--- config.mk ---
export PLATFORM = sky130hd
export DESIGN_NAME = serial_tx_sched
export DESIGN_NICKNAME = d
export VERILOG_FILES = /design/src/rtl/serial_tx_pkg.sv /design/src/rtl/serial_tx_sched_rr_arb4.sv /design/src/rtl/serial_tx_sched.sv
export SDC_FILE = /design/constraint.sdc
export NUM_CORES = 1
export LEC_CHECK = 0
export ABC_CLOCK_PERIOD_IN_PS = 8500
export CORE_ASPECT_RATIO = 1.75
export CORE_MARGIN = 2
export CORE_UTILIZATION = 52
export CTS_CLUSTER_DIAMETER = 30
export DETAILED_ROUTE_END_ITERATION = 10
export PLACE_DENSITY = 0.95
export SLEW_MARGIN = 25
export SYNTH_ARGS = -nofsm -noshare
export SYNTH_HDL_FRONTEND = slang
export SYNTH_SLANG_ARGS = --single-unit
--- constraint.sdc ---
create_clock -name clk -period 8.5 [get_ports clk]
set_input_delay 1.275 -clock clk [delete_from_list [all_inputs] [get_ports clk]]
set_output_delay 1.275 -clock clk [all_outputs]
set_load 0.05 [all_outputs]
--- src/rtl/serial_tx_pkg.sv ---
// Shared types and constants for the serial transmitter front-end scheduler.
// Optional partial-frame flush is compiled in with TX_SCHED_FLUSH_EN.
package serial_tx_pkg;

  localparam int NSLOT  = 4;
  localparam int SLOT_W = 2;

  typedef logic [SLOT_W-1:0] slot_t;

  typedef enum logic [1:0] {
    S_FILL,
    S_PAD,
    S_XMIT,
    S_WAIT
  } state_t;

  localparam logic [3:0] PAD_WORD_DEF = 4'b0000;

  function automatic logic [NSLOT-1:0] slot_onehot(input slot_t s);
    logic [NSLOT-1:0] oh;
    oh    = '0;
    oh[s] = 1'b1;
    return oh;
  endfunction

endpackage

--- src/rtl/serial_tx_sched_rr_arb4.sv ---
// Four-way round-robin arbiter: combinational one-hot grant,
// priority pointer advances past the winner on every grant.
module rr_arb4
  import serial_tx_pkg::*;
(
  input  logic             clk,
  input  logic             rst,
  input  logic             en,
  input  logic [NSLOT-1:0] req,
  output logic [NSLOT-1:0] gnt,
  output slot_t            gnt_idx
);

  slot_t ptr_q;
  slot_t ptr_d;
  logic  found;

  always_comb begin
    gnt     = '0;
    gnt_idx = '0;
    found   = 1'b0;
    for (int k = 0; k < NSLOT; k++) begin
      if (en && !found && req[ptr_q + slot_t'(k)]) begin
        gnt[ptr_q + slot_t'(k)] = 1'b1;
        gnt_idx                 = ptr_q + slot_t'(k);
        found                   = 1'b1;
      end
    end
  end

  always_comb begin
    ptr_d = ptr_q;
    if (found) ptr_d = gnt_idx + slot_t'(1);
  end

  always_ff @(posedge clk or posedge rst) begin
    if (rst) ptr_q <= '0;
    else     ptr_q <= ptr_d;
  end

endmodule

--- src/rtl/serial_tx_sched.sv ---
// Frame scheduler in front of the 4-slot parallel-to-serial transmitter.
// Define TX_SCHED_FLUSH_EN to pad and send partial frames after IDLE_TO idle cycles.
module serial_tx_sched
  import serial_tx_pkg::*;
#(
  parameter int               WIDTH    = 4,
  parameter int               IDLE_TO  = 16,
  parameter logic [WIDTH-1:0] PAD_WORD = WIDTH'(PAD_WORD_DEF)
) (
  input  logic                   clk,
  input  logic                   clr,
  input  logic [NSLOT-1:0]       req,
  input  logic [NSLOT*WIDTH-1:0] din,
  output logic [NSLOT-1:0]       gnt,
  output logic [NSLOT-1:0]       ld,
  output logic [WIDTH-1:0]       ld_data,
  output logic                   transmit,
  input  logic                   sent_n,
  output logic                   busy,
  output logic [7:0]             frames
);

  if (IDLE_TO < 1 || IDLE_TO > 255) begin : g_bad_idle_to
    $error("IDLE_TO out of range");
  end

  state_t           state_q, state_d;
  slot_t            slot_q, slot_d;
  logic [NSLOT-1:0] ld_q, ld_d;
  logic [WIDTH-1:0] ld_data_q, ld_data_d;
  logic             tx_q, tx_d;
  logic             busy_q, busy_d;
  logic [7:0]       frames_q, frames_d;
  slot_t            gnt_idx;
  logic             arb_en;

`ifdef TX_SCHED_FLUSH_EN
  logic [7:0] idle_q, idle_d;
`endif

  // Grants are gated by reset so nothing is accepted while clr is high.
  assign arb_en = (state_q == S_FILL) && !clr;

  rr_arb4 u_arb (
    .clk     (clk),
    .rst     (clr),
    .en      (arb_en),
    .req     (req),
    .gnt     (gnt),
    .gnt_idx (gnt_idx)
  );

  always_comb begin
    state_d   = state_q;
    slot_d    = slot_q;
    ld_d      = '0;
    ld_data_d = '0;
    tx_d      = 1'b0;
    frames_d  = frames_q;
`ifdef TX_SCHED_FLUSH_EN
    idle_d    = idle_q;
`endif
    unique case (state_q)
      S_FILL: begin
        if (|gnt) begin
          ld_d      = slot_onehot(slot_q);
          ld_data_d = din[WIDTH*gnt_idx +: WIDTH];
          slot_d    = slot_q + slot_t'(1);
`ifdef TX_SCHED_FLUSH_EN
          idle_d    = '0;
`endif
          if (slot_q == slot_t'(NSLOT-1)) state_d = S_XMIT;
        end
`ifdef TX_SCHED_FLUSH_EN
        else if (slot_q != '0) begin
          if ({1'b0, idle_q} + 9'd1 >= 9'(IDLE_TO)) begin
            idle_d  = '0;
            state_d = S_PAD;
          end else begin
            idle_d = idle_q + 8'd1;
          end
        end
`endif
      end
      S_PAD: begin
        ld_d      = slot_onehot(slot_q);
        ld_data_d = PAD_WORD;
        slot_d    = slot_q + slot_t'(1);
        if (slot_q == slot_t'(NSLOT-1)) state_d = S_XMIT;
      end
      S_XMIT: begin
        state_d  = S_WAIT;
        tx_d     = 1'b1;
        frames_d = frames_q + 8'd1;
      end
      S_WAIT: begin
        // The cycle carrying transmit never releases the frame.
        if (!tx_q && !sent_n) state_d = S_FILL;
      end
      default: state_d = S_FILL;
    endcase
    busy_d = (state_d == S_XMIT) || (state_d == S_WAIT);
  end

  always_ff @(posedge clk or posedge clr) begin
    if (clr) begin
      state_q   <= S_FILL;
      slot_q    <= '0;
      ld_q      <= '0;
      ld_data_q <= '0;
      tx_q      <= 1'b0;
      busy_q    <= 1'b0;
      frames_q  <= '0;
    end else begin
      state_q   <= state_d;
      slot_q    <= slot_d;
      ld_q      <= ld_d;
      ld_data_q <= ld_data_d;
      tx_q      <= tx_d;
      busy_q    <= busy_d;
      frames_q  <= frames_d;
    end
  end

`ifdef TX_SCHED_FLUSH_EN
  always_ff @(posedge clk or posedge clr) begin
    if (clr) idle_q <= '0;
    else     idle_q <= idle_d;
  end
`endif

  assign ld       = ld_q;
  assign ld_data  = ld_data_q;
  assign transmit = tx_q;
  assign busy     = busy_q;
  assign frames   = frames_q;

endmodule
==> summary.md, run 1 <==
| Metric | Value |
|---|---|
| Kind of critical path | `flip-flop to output pin` |
| Syn Area/Cell | `about 10 sq um` |
| Global-route wire length before repair | `6280 um` |
| Min-Delay Endpoint | `frames[7]` |
| Synth cell count leaders | `dfrtp_1, nand2_1, ha_1, inv_1, nor2_1` |
| Highest clock rate | `180 MHz` |
| Die Width | `around 46 um` |
| Async set-or-reset flop fraction in the synthesized netlist | `1.00` |
| Worst Reg2Reg Path Length in Cells | `7` |
| Clock Sinks | `23` |
| Setup Buffers After CTS | `0` |
| R2R Path Start | `u_arb.ptr_q[0]` |
| Endpoints failing hold | `0` |
| CTS root buf | `clkbuf_8` |
| Clock share of power | `0.084` |
| Worst hold start | `frames[7]` |
| CTS tree | `built` |
| Max-slew violations | `0` |
| Die H | `77.8 um` |
| Slew Limit Headroom | `0.451` |
| Share of layout cells above drive strength 1 | `0.0761` |
| Gr usage total | `0.233` |
| Grt ovf | `0` |
| Hold buffer count at CTS | `0` |
| Clock buffer depth | `2` |
| Clock-pin slew on the worst setup and hold paths | `around 0.070 ns` |
| Synth Flop Type | `dfrtp_1` |
| ANT nets after route | `0` |
| Die ar. | `3590 sq um` |
| DRC violations left | `0` |
| Worst Path Required | `slightly above 7 ns` |
| Reg2reg setup slack | `4.52 ns` |
| Status | `completed` |
| Routability Congestion | `0.968` |
| Sw Pwr | `~0.00038 W` |
| Worst Setup End Kind | `output pin` |
| PortBufs | `between 40 and 50` |
| Initial core utilization | `0.546` |
| Post-Syn Instances | `roughly 160` |
| Pre-Repair DR Iteration Count | `4` |
| Fin crit period | `5.56 ns` |
| WL final | `3910 um` |
| Reg-to-reg endpoint | `slot_q[1]` |
| Combinational power share | `0.651` |
| Post-synthesis cell type count | `approximately 40` |
| Seq pwr share | `0.264` |
| Post-synth EDFFs | `0` |
| CTS H-tree depth | `1` |
| Cell with the most instances after synthesis | `dfrtp_1` |
| Detailed Route Iter0 Violations | `43` |
| Internal power | `0.000394 W` |
| Hold path cells | `1` |
| Seq cells post-synth | `23` |
| Seq/Total Area, Yosys | `0.356` |
| Post-layout util | `0.716` |
| Fin crit share | `0.655` |
| Synth top area share | `0.356` |
| Antenna violations before repair | `0` |
| Net count after synthesis | `between 150 and 200` |
| HP Class | `flip-flop to flip-flop` |
| FP Rows | `26` |
| NumNets Final | `approximately 230` |
| Worst-path maximum fanout | `18` |
| Switching Fraction | `0.494` |
| Synth warn | `0` |
| Final setup fails | `0` |
| Vias | `~1400` |
| Largest net degree at the start of global routing | `24` |
| Post-Synthesis Cell Area | `~1600 sq um` |
| Leakage | `between 0.9 and 1 nW` |
| VDD IR max | `around 0.24 mV` |
| Vias in the first global route | `approximately 1500` |
| N_diodes | `0` |
| Worst Clk Skew | `~0.0034 ns` |
| Power Density | `between 300 and 400 nW/um^2` |
| Cts bufs inserted | `3` |
| WP data arrival | `4.29 ns` |
| Post-DR vias/cell | `5.95` |
| Area leader, netlist | `dfrtp_1` |
| Syn-to-layout area delta | `31.1%` |
| Non-filler cells, final | `between 200 and 250` |
| Wire per inst | `around 16 um` |
| Boundary pin count | `between 40 and 50` |
| Tot Pwr | `approximately 0.00078 W` |
| RSZ-0062 raised after global routing | `no` |
| Max-cap viol count | `0` |
| Critical Path Source Type | `flip-flop` |
| Post-Place Cells | `roughly 240` |
| Worst-Margin Slew | `between 0.8 and 0.9 ns` |
| Setup TNS | `0 ns` |
| Core area | `between 2000 and 3000 sq um` |
| Clock latency on the worst-skew pair | `about 0.26 ns` |
| Synth area leaders | `dfrtp_1, ha_1, mux4_2, nand2_1, xnor2_1` |
| Cts repair resizes | `0` |
| Post-DP HPWL | `3140 um` |
## worst max path at each step
stage | startpoint | endpoint
detailed placement | req[3] | gnt[0]
global placement | req[3] | gnt[1]
global route | u_arb.ptr_q[0] | gnt[1]
finish | u_arb.ptr_q[0] | gnt[0]
floorplan | req[2] | gnt[3]
CTS | u_arb.ptr_q[0] | gnt[0]
## per-stage QoR
step	instance area (sq um)	worst slack, ns	hold WS (ns)
2_1_floorplan	1620	4.20	0.535
3_3_place_gp	2080	3.17	0.464
3_5_place_dp	2080	3.08	0.487
4_1_cts	2120	2.97	0.501
5_1_grt	2120	2.71	0.516
6_report	2120	2.94	0.489
## worst max-delay path, cell delays in order, from the launching register on
cell and delay [ns]:
dfrtp_1 0.76, inv_1 0.30, ha_1 0.58, mux4_2 0.66, a2111oi_2 0.57, a221o_1 0.30
clkdlybuf4s50_1 0.84
## power by group through the flow
stage | clock network (W) | registers [W] | logic [W]
3_5_place_dp | 0 | 0.000206 | 0.000502
6_report | 0.0000657 | 0.000206 | 0.000507
5_1_grt | 0.0000710 | 0.000212 | 0.000549
4_1_cts | 0.0000677 | 0.000205 | 0.000505
3_3_place_gp | 0 | 0.000202 | 0.000478
2_1_floorplan | 0 | 0.000277 | 0.000296
## cells in the final DEF, fill, tap and decap left out, drive strengths merged, types with 2 or more instances in the layout
cell / n
a21oi: 7
a221o: 4
a22o: 2
and2: 8
clkbuf: 4
clkdlybuf4s50: 44
dfrtp: 23
ha: 13
inv: 9
mux2: 4
mux2i: 4
mux4: 7
nand2: 16
nand3: 3
nand3b: 5
nand4: 2
nor2: 9
nor3: 3
o21ai: 3
o311ai: 2
xnor2: 6
xor2: 3
## area by class of cell
class                   count  area, sq um
repair buffers             44          440
inverters                   9         33.8
multi-input cells         117          973
well taps                  42         52.6
flip-flops and latches     23          576
clock buffers               4         45.0
fillers                   202          840
## logic make-up after synthesis
| logic type | Yosys count | share of synthesized area |
|---|---|---|
| adders and majority gates | 13 | 0.101 |
| DFF | 23 | 0.356 |
| xor gates and xnor gates | 9 | 0.0487 |
| buffers and inverters | 16 | 0.0425 |
| muxes | 15 | 0.152 |
| and+or+nand+nor | 51 | 0.159 |
| AOI/OAI and AO/OA | 29 | 0.141 |
## flip-flops by register name (all words and copies together) (netlist names), named ones only
name         cells
frames           8
transmit         1
ld               4
ld_data          4
u_arb.ptr_q      2
slot_q           2
## metal layers
layer / share of wire / track usage / wire length (um)
met4: 0.038 / 0.146 / 147
met1: 0.35 / 0.228 / 1360
met2: 0.56 / 0.417 / 2200
met5: 0 / 0 / 0
met3: 0.051 / 0.0326 / 198
Note: power is estimated with default switching activity, not from simulation.
==> inputs of run 2 (changes only) <==
Settings changed: ABC_CLOCK_PERIOD_IN_PS 8500 to 5200, CORE_UTILIZATION 52 to 48, PLACE_DENSITY 0.95 to 0.9.
Clock period 8.5 ns to 5.2 ns, I/O delays scaled along.
==> summary.md, run 2 (synthesis results as in run 1) <==
| Metric | Value |
|---|---|
| CTS tree | `built` |
| Worst Clk Skew | `0.00612 ns (+0.00271 ns)` |
| VDD IR max | `0.360 mV (+51%)` |
| Clock buffer depth | `2 (unchanged)` |
| Reg-to-reg endpoint | `slot_q[1]` |
| Status | `completed` |
| Worst Reg2Reg Path Length in Cells | `8 (+1)` |
| Post-DP HPWL | `3130 um (-0.23%)` |
| Boundary pin count | `45 (unchanged)` |
| Power Density | `604 nW/um^2 (+65%)` |
| Crit-path leading delay family | `buffers and inverters` |
| R2R Path Start | `u_arb.ptr_q[1]` |
| Fin crit share | `0.885` |
| FP Rows | `27 (+3.8%)` |
| Syn-to-layout area delta | `32.2%` |
| Worst Path Required | `4.42 ns (-2.80 ns)` |
| Met2 Use GR | `0.389 (-0.0273)` |
| Share of layout cells above drive strength 1 | `0.0905 (+0.0143)` |
| Routability Congestion | `0.927 (-4.2%)` |
| Wire per inst | `16.1 um (-1.4%)` |
| Die Width | `47.9 um (+3.7%)` |
| Antenna violations before repair | `0 (unchanged)` |
| Setup TNS | `0 ns (unchanged)` |
| Initial core utilization | `0.509 (-0.0370)` |
| Endpoints failing hold | `0 (unchanged)` |
| Global Route met3 Usage | `0.0200 (-0.0126)` |
| NumNets Final | `236 (+0.85%)` |
| Reg2reg setup slack | `1.68 ns (-2.84 ns)` |
| Core area | `3180 sq um (+7.3%)` |
| Worst hold start | `frames[7]` |
| Cts bufs inserted | `3 (unchanged)` |
| Worst path buffer plus inverter count | `3 (+1)` |
| Worst path cell trace | `buf_4 -> inv_1 -> ha_1 -> mux4_2 -> a2111oi_2 -> a221o_1 -> clkdlybuf4s50_1` |
| Vias in the first global route | `1370 (-6.2%)` |
| Vias | `1414 (-0.63%)` |
| N_diodes | `0 (unchanged)` |
| Largest stage delay on the critical path | `0.83 ns (about the same)` |
| Worst Setup End Kind | `output pin` |
| Most frequent cells in the layout | `clkdlybuf4s50_1, dfrtp_1, nand2_1` |
| Critical Path Source Type | `flip-flop` |
| Die H | `80.8 um (+3.9%)` |
| Cts repair resizes | `0 (unchanged)` |
| Final setup fails | `0 (unchanged)` |
| Clock-pin slew on the worst setup and hold paths | `0.08 ns (about the same)` |
| Met1 Use GR | `0.224 (-0.00393)` |
| Commonest non-fill, non-tap cell in the layout | `clkdlybuf4s50_1` |
| Clock Sinks | `23 (unchanged)` |
| Pre-Repair DR Iteration Count | `4 (unchanged)` |
| Global-route wire length before repair | `6100 um (-2.9%)` |
| HP Class | `flip-flop to flip-flop` |
| Highest clock rate | `around 220 MHz` |
| CTS root buf | `clkbuf_8` |
| CP max-delay cell | `clkdlybuf4s50_1` |
| Grt ovf | `0 (unchanged)` |
| Setup Buffers After CTS | `0 (unchanged)` |
| Post-DR vias/cell | `5.84 (-1.9%)` |
| Placed cell areas | `2090 sq um (+0.78%)` |
| Kind of critical path | `flip-flop to output pin` |
| Gr usage total | `0.214 (-0.0186)` |
| Clock latency on the worst-skew pair | `0.26 ns (about the same)` |
| Max reg flops | `8 (unchanged)` |
| WP data arrival | `3.82 ns (-0.47 ns)` |
| DRC violations left | `0 (unchanged)` |
| Leakage | `0.916 nW (+1.4%)` |
| WL final | `3900 um (-0.18%)` |
| Non-filler cells, final | `242 (+1.3%)` |
| Slew Limit Headroom | `0.441 (-0.0105)` |
| Detailed Route Iter0 Violations | `78 (+81%)` |
| Worst-Margin Slew | `0.838 ns (+0.0157 ns)` |
| Min-Delay Endpoint | `frames[7]` |
| Max-slew violations | `0 (unchanged)` |
| Die ar. | `3870 sq um (+7.7%)` |
| CTS H-tree depth | `1 (unchanged)` |
| Hold Slack | `0.492 ns (+0.00207 ns)` |
| Largest net degree at the start of global routing | `24 (unchanged)` |
| Hold buffer count at CTS | `0 (unchanged)` |
| Hold path cells | `1 (unchanged)` |
| Worst-path maximum fanout | `14 (-4)` |
| Most Used Layer, Global Route | `met2` |
| Max-cap viol count | `0 (unchanged)` |
| Post-layout util | `0.673 (-0.0430)` |
| Post-Place Cells | `238 (+1.3%)` |
| PortBufs | `44 (unchanged)` |
| Final instance area | `2140 sq um (+0.83%)` |
| RSZ-0062 raised after global routing | `no` |
| Fin crit period | `4.60 ns` |
| ANT nets after route | `0 (unchanged)` |
-- run 2: metrics by stage --
step	power (W)	worst slack, ns
2_1_floorplan	0.000937	1.45
3_3_place_gp	0.00114	0.885
3_5_place_dp	0.00118	0.732
4_1_cts	0.00129	0.608
5_1_grt	0.00136	0.405
6_report	0.00129	0.599
-- run 2: worst register-to-register path: cells and delay by family (launching register included) --
kind                     cells  cell delay, ns
adder cells (fa/ha/maj)      1            0.53
multiplexers                 2            0.99
flip-flops                   1            0.34
buffers and inverters        2            0.34
AO/OA/AOI/OAI                3            1.21
-- run 2: where the power goes --
part | total (W) | switching (W) | internal [W]
Clock | 0.000110 | 0.0000568 | 0.0000534
Sequential | 0.000299 | 0.0000541 | 0.000245
Combinational | 0.000882 | 0.000528 | 0.000354
Total | 0.00129 | 0.000639 | 0.000653
-- run 2: worst max-delay path by stage --
stage,startpoint,end,slack [ns],cells past startpoint
finish,u_arb.ptr_q[1],gnt[1],0.60,7
global route,u_arb.ptr_q[1],gnt[1],0.40,7
CTS,u_arb.ptr_q[1],gnt[1],0.61,7
detailed placement,req[3],gnt[1],0.73,5
global placement,req[3],gnt[3],0.88,5
floorplan,u_arb.ptr_q[1],slot_q[1],1.45,9
-- run 2: layout make-up --
class	instances	area (sq um)
fill	258	1040
timing repair buffer	46	455
sequential	23	576
clock buffer	3	41.3
inverter	9	33.8
multi-input combinational	117	973
clock inverter	1	5.00
tap	43	53.8
-- run 2: layer usage --
layer  share of wire  vias to the layer above
li1                -                      658
met1            0.35                      667
met2            0.56                       73
met3           0.051                       16
met4           0.043                        0
met5               0                        -
